File: src/rtl/addsub_pipe.sv
// Pipelined adder/subtractor: carry chain cut into STAGES segments, one register per segment, valid/ready flow.
// Optional saturation on the final stage when ADDSUB_SAT_EN is defined (adds the Sat port).
module addsub_pipe #(
  parameter int WIDTH  = 32,
  parameter int STAGES = 4
) (
  input  logic             clk,
  input  logic             rst,
  input  logic             in_valid,
  output logic             in_ready,
  input  logic [WIDTH-1:0] A,
  input  logic [WIDTH-1:0] B,
  input  logic             D,
  input  logic             Cin,
  input  logic             Si,
`ifdef ADDSUB_SAT_EN
  input  logic             Sat,
`endif
  output logic             out_valid,
  input  logic             out_ready,
  output logic [WIDTH-1:0] S,
  output logic             Cout,
  output logic             V,
  output logic             So,
  output logic             Z,
  output logic             N
);

  localparam int SEG  = WIDTH / STAGES;
  localparam int SW   = SEG + 1;
  localparam int LAST = STAGES - 1;

  if ((STAGES < 1) || (STAGES > WIDTH) || ((WIDTH % STAGES) != 0)) begin : g_bad_cfg
    $error("addsub_pipe: WIDTH must be a multiple of STAGES and 1 <= STAGES <= WIDTH");
  end

  logic en;

  // *_i: what stage k sees this cycle; *_q: what stage k registered
  logic [WIDTH-1:0] a_i  [STAGES];
  logic [WIDTH-1:0] bx_i [STAGES];
  logic [WIDTH-1:0] s_i  [STAGES];
  logic [WIDTH-1:0] s_nx [STAGES];
  logic             c_i  [STAGES];
  logic             c_nx [STAGES];
  logic             d_i  [STAGES];
  logic             si_i [STAGES];
  logic             v_i  [STAGES];

  logic [WIDTH-1:0] a_q   [STAGES];
  logic [WIDTH-1:0] bx_q  [STAGES];
  logic [WIDTH-1:0] s_q   [STAGES];
  logic             c_q   [STAGES];
  logic             d_q   [STAGES];
  logic             si_q  [STAGES];
  logic             vld_q [STAGES];
`ifdef ADDSUB_SAT_EN
  logic             sat_i [STAGES];
  logic             sat_q [STAGES];
`endif

  logic [SEG:0]     part;
  logic             cmsb;
  logic             ovf;
  logic             so_nx;
  logic [WIDTH-1:0] res;

  logic [WIDTH-1:0] s_out;
  logic             cout_q, v_q, so_q, z_q, n_q;

  assign en        = ~vld_q[LAST] | out_ready;
  assign in_ready  = en;
  assign out_valid = vld_q[LAST];
  assign S         = s_out;
  assign Cout      = cout_q;
  assign V         = v_q;
  assign So        = so_q;
  assign Z         = z_q;
  assign N         = n_q;

  always_comb begin
    a_i[0]  = A;
    bx_i[0] = B ^ {WIDTH{D}};
    s_i[0]  = '0;
    c_i[0]  = Cin | D;
    d_i[0]  = D;
    si_i[0] = Si;
    v_i[0]  = in_valid;
`ifdef ADDSUB_SAT_EN
    sat_i[0] = Sat;
`endif
    for (int k = 1; k < STAGES; k++) begin
      a_i[k]  = a_q[k-1];
      bx_i[k] = bx_q[k-1];
      s_i[k]  = s_q[k-1];
      c_i[k]  = c_q[k-1];
      d_i[k]  = d_q[k-1];
      si_i[k] = si_q[k-1];
      v_i[k]  = vld_q[k-1];
`ifdef ADDSUB_SAT_EN
      sat_i[k] = sat_q[k-1];
`endif
    end

    part = '0;
    for (int k = 0; k < STAGES; k++) begin
      part = {1'b0, a_i[k][k*SEG +: SEG]} + {1'b0, bx_i[k][k*SEG +: SEG]} + SW'(c_i[k]);
      s_nx[k] = s_i[k];
      s_nx[k][k*SEG +: SEG] = part[SEG-1:0];
      c_nx[k] = part[SEG];
    end

    // Carry into the MSB falls out of the MSB sum bit and its two operand bits.
    cmsb  = a_i[LAST][WIDTH-1] ^ bx_i[LAST][WIDTH-1] ^ s_nx[LAST][WIDTH-1];
    ovf   = cmsb ^ c_nx[LAST];
    so_nx = si_i[LAST] | (d_i[LAST] & ~c_nx[LAST]);
    res   = s_nx[LAST];
`ifdef ADDSUB_SAT_EN
    if (sat_i[LAST]) begin
      if (si_i[LAST] & ovf)
        res = a_i[LAST][WIDTH-1] ? {1'b1, {(WIDTH-1){1'b0}}} : {1'b0, {(WIDTH-1){1'b1}}};
      else if (~si_i[LAST] & ~d_i[LAST] & c_nx[LAST])
        res = '1;
      else if (~si_i[LAST] & d_i[LAST] & ~c_nx[LAST])
        res = '0;
    end
`endif
  end

  always_ff @(posedge clk or posedge rst) begin
    if (rst) begin
      for (int k = 0; k < STAGES; k++) begin
        vld_q[k] <= 1'b0;
        a_q[k]   <= '0;
        bx_q[k]  <= '0;
        s_q[k]   <= '0;
        c_q[k]   <= 1'b0;
        d_q[k]   <= 1'b0;
        si_q[k]  <= 1'b0;
`ifdef ADDSUB_SAT_EN
        sat_q[k] <= 1'b0;
`endif
      end
      s_out  <= '0;
      cout_q <= 1'b0;
      v_q    <= 1'b0;
      so_q   <= 1'b0;
      z_q    <= 1'b0;
      n_q    <= 1'b0;
    end else if (en) begin
      for (int k = 0; k < STAGES; k++) begin
        vld_q[k] <= v_i[k];
        a_q[k]   <= a_i[k];
        bx_q[k]  <= bx_i[k];
        s_q[k]   <= s_nx[k];
        c_q[k]   <= c_nx[k];
        d_q[k]   <= d_i[k];
        si_q[k]  <= si_i[k];
`ifdef ADDSUB_SAT_EN
        sat_q[k] <= sat_i[k];
`endif
      end
      s_out  <= res;
      cout_q <= c_nx[LAST];
      v_q    <= ovf;
      so_q   <= so_nx;
      z_q    <= (res == '0);
      n_q    <= res[WIDTH-1];
    end
  end

endmodule

File: config.mk
export PLATFORM = sky130hd
export DESIGN_NAME = addsub_pipe
export DESIGN_NICKNAME = d
export VERILOG_FILES = /design/src/rtl/addsub_pipe.sv
export SDC_FILE = /design/constraint.sdc
export NUM_CORES = 1
export LEC_CHECK = 0
export ABC_AREA = 1
export CORE_MARGIN = 2
export CORE_UTILIZATION = 42
export CTS_CLUSTER_DIAMETER = 80
export DETAILED_ROUTE_END_ITERATION = 7
export GPL_TIMING_DRIVEN = 0
export SLEW_MARGIN = 25
export SYNTH_ARGS = -nofsm -noshare
export SYNTH_HDL_FRONTEND = slang
export SYNTH_SLANG_ARGS = --single-unit
export TNS_END_PERCENT = 20
File: constraint.sdc
create_clock -name clk -period 7.7 [get_ports clk]
set_clock_uncertainty 0.05 [all_clocks]
set_input_delay 1.54 -clock clk [delete_from_list [all_inputs] [get_ports clk]]
set_output_delay 1.54 -clock clk [all_outputs]
set_load 0.01 [all_outputs]
# After elaboration in Yosys (flattened, before gate mapping)
# Index checks and enable logic that the tools add are counted.
# word_totals
ff_bits,290
latch_bits,0
ramBits,0
rom_bits,0
input_bits,71
output_inout_bits,39
wordCells,47
memories,0
# op_classes
addsub,8
mul,0
div_mod_pow,0
magnitude_cmp,0
n_eq_ne,0
shifts,0
n_mux,0
n_bitwise,10
n_reduce_logical,1
# op_table
operator,count
$add A8 B8 Y9,4
$add A9 B1 Y9,4
$logic_not A32 Y1,1
$xor A32 B32 Y32,1
$or A1 B1 Y1,3
$xor A1 B1 Y1,3
$not A1 Y1,2
$and A1 B1 Y1,1

# Depth between registers and ports, before layout
# logic_depth
ltp_word,5
depth_mapped,13
mapped_depth_nobuf,13

# Least setup slack after synthesis
# Ideal clock, no wire load.
# synth_timing
kind,input to output
startpoint,input port out_ready
endpoint,output port in_ready
arrival_ns,2.212
t_required_ns,6.110
path_slack_ns,3.898
stages,4
path_buffers,3
path_cell_list,or2_1 buf_2 buf_2 buf_2
# synth_between
elab_chain_len,1
# synth_lines
element,line,source
"start, declared",20,"input logic out_ready,"
$or A1 B1 Y1,71,assign en = ~vld_q[LAST] | out_ready;
"end, declared",10,"output logic in_ready,"
# Every way passes these cells.

# Final worst setup path
# Same ends and word-level chain as after synthesis.

==> impl_metrics.tcl <==
set metrics [dict create \
    status "completed" \
    r2r-end "V" \
    drt-vias-per-instance 4.86 \
    clkLatencyLatePin_ns 0.44 \
    p_int_mw 2.72 \
    gp_congestion 0.859 \
    total_power_mw 4.58 \
    drive_gt1_frac 0.145 \
    finalCritPeriodShare 0.667 \
    die_area_um2 23200 \
    grt_pass1_wl_um 36300 \
    path_buf_inv 5 \
    cts_buffer_depth 2 \
    synthDistinctLibCells 32 \
    path_common_cell "buf_2" \
    cp.depth 6 \
    io_buffers 108 \
    power_frac_seq 0.372 \
    postCtsSetupBuffers 0 \
    setup_viol 0 \
    relSlewSlack 0.537 \
    cts_hold_buf 0 \
    synth_edf_count 0 \
    first_pass_iters 4 \
    seq_area_frac_synth 0.522 \
    grt.total_usage 0.198 \
    path_max_fanout 10 \
    synth.yosys.warnings 0 \
    multi_input_area_um2 3720 \
    clk_pin_slew_ns 0.08 \
    cts_tree "done" \
    end_kind "output port" \
    cp_top_family "buffers and inverters" \
    drv_slew 0 \
    crit_arrival_ns 3.55 \
    ys_seq_elements 193 \
    numClockSinks 193 \
    gr-usage-met1 0.298 \
    die_height_um 152 \
    p_comb_frac 0.436 \
    r2r-start "a_i[24]" \
    grt_busiest_layer "met1" \
    synth-async-reset-ratio 1.00 \
    period_needed_ns 5.14 \
    wirelength_um 22300 \
    antenna_found_initial 0 \
    die_w_um 152 \
    layout_commonest_cell "nand2_1" \
    worst_slew_pin_slew_ns 0.695 \
    grt_max_degree 98 \
    syn_avg_cell_area_um2 9.17 \
    grt_pass1_vias 6755 \
    fin_tns_setup_ns 0 \
    power.switching_mw 1.86 \
    wl_per_cell_um 15.6 \
    postSynthCellCount 1008 \
    power_density_nw_per_um2 404 \
    min_path_type "flip-flop to flip-flop" \
    cp_slowest_cell "clkdlybuf4s50_1" \
    start_util 0.426 \
    dp_slack_ns 2.56 \
    rows 54 \
    startpoint "out_ready" \
    drv_cap 0 \
    path_cells "clkdlybuf4s50_1, or2_1, buf_2, buf_2, buf_2, clkdlybuf4s50_1" \
    criticalPathCategory "primary input to output port" \
    grtUsageMet2 0.298 \
    drt_iter0_drc 489 \
    cp.required_ns 6.11 \
    ioPinCount 110 \
    ff2ff_setup_slack_ns 5.25 \
    hpwlAfterDp_um 16100 \
    met3_usage 0.0313 \
    final_core_util 0.522 \
    netlist_area_um2 9250 \
    mostFrequentLayoutCells "nand2_1, dfrtp_1, clkdlybuf4s50_1, inv_1, o21ai_0" \
    cts.htree.levels 4 \
    rsz0062_at_grt "false" \
    area_delta_synth_final_pct 22.5 \
    cp-start-kind "primary input" \
    diodes 0 \
    worstSetupEndpoint "in_ready" \
    ff2ff_path_depth 11 \
    regArea_um2 4830 \
    worst_slack_ns 2.56 \
    gr-total-overflow 0 \
    finalHoldViolations 0 \
    ir_drop_uv 164 \
    clockRootBuffer "clkbuf_16" \
    p_sw_frac 0.406 \
    fp.coreArea_um2 21700 \
    drc 0 \
    synth_fp_nets 1115 \
    clock.fmax_mhz 195 \
    ant_nets 0 \
    cts_buffers 17 \
    critPathMaxStageDelay_ns 0.60 \
    final_nets 1244 \
    clkPwrFrac 0.192 \
    fillers 2015 \
    synth-main-ff-cell "dfrtp_1" \
    leakage_nw 5.45 \
    postCtsResizedCells 0 \
    vias 6947 \
]
==> how the worst min path moves through the flow <==
| stage | start | end | slack [ns] | depth (start not counted) |
|---|---|---|---|---|
| floorplan | v_i[0] | out_valid | 0.37 | 2 |
| global placement | v_i[0] | out_valid | 0.40 | 2 |
| detailed placement | a_i[86] | a_i[86] | 0.41 | 2 |
| CTS | v_i[0] | out_valid | 0.42 | 2 |
| global route | s_i[69] | s_i[37] | 0.44 | 2 |
| finish | v_i[0] | out_valid | 0.42 | 2 |
==> per-stage QoR <==
stage	cells	cell area (um^2)	hold slack (ns)
after floorplan	1008	9250	0.370
after global placement	1396	10700	0.398
after detailed placement	1398	10700	0.409
after CTS	1430	11300	0.421
after global routing	1430	11300	0.444
final	1430	11300	0.422
==> worst reg2reg max path, cell delays in order (launching register included) <==
cell and delay, ns:
dfrtp_1 0.41, fa_1 0.51, inv_1 0.10, fa_1 0.20
inv_1 0.08, nand3_1 0.09, nand2_1 0.07, a21oi_1 0.55
inv_1 0.10, nand2_1 0.08, nand3_1 0.09, nand2_1 0.08
==> area by class of cell <==
type,instances,area share
Clock buffer,17,0.0375
Inverter,92,0.0311
Buffer,49,0.0309
Tap cell,280,0.0309
Multi-Input combinational cell,674,0.328
Clock inverter,15,0.0146
Timing Repair Buffer,110,0.100
Sequential cell,193,0.426
==> sequential cells by signal (all words and copies together) (netlist names) <==
name and flops:
s_i 24, V 1, Cout 1, bx_i 48
So 1, res 24, out_valid 1, d_i 3
v_i 3, si_i 3, S 32, a_i 48
c_i 3, Z 1
==> cells by family (layout without fill, tap and decap cells) <==
| group | Yosys count | count (layout) | synth area share |
|---|---|---|---|
| buffers and inverters | 141 | 283 | 0.0752 |
| xor gates and xnor gates | 42 | 42 | 0.0398 |
| DFF | 193 | 193 | 0.522 |
| AOI/OAI and AO/OA | 171 | 171 | 0.114 |
| and+or+nand+nor | 425 | 425 | 0.194 |
| adders and majority gates | 36 | 36 | 0.0552 |
==> power groups by stage <==
stage	sequential, mW	combinational (mW)	clock (mW)
6_report	1.71	1.99	0.879
4_1_cts	1.71	2.01	0.890
5_1_grt	1.76	2.25	0.934
2_1_floorplan	1.71	1.30	0
3_5_place_dp	1.72	1.99	0
3_3_place_gp	1.72	1.96	0
==> cells in the mapped netlist, types with 10 or more instances <==
master / n / area share
nand2_1: 310 / 0.13
dfrtp_1: 193 / 0.52
inv_1: 91 / 0.037
o21ai_0: 87 / 0.047
o21ai_2: 46 / 0.044
nand2_2: 40 / 0.027
xnor2_1: 29 / 0.027
ha_1: 28 / 0.038
nand3_1: 26 / 0.014
nor2_1: 24 / 0.0097
buf_2: 23 / 0.012
a21oi_1: 17 / 0.0092
nand4_1: 15 / 0.010
xor2_1: 13 / 0.012
a31oi_1: 10 / 0.0068
==> per-layer routing <==
| layer | wire length [um] | part of all wire |
|---|---|---|
| met1 | 11300 | 0.51 |
| met2 | 9730 | 0.44 |
| met3 | 874 | 0.039 |
| met4 | 348 | 0.016 |
| met5 | 0 | 0 |
(Power assumes the default switching activity.)
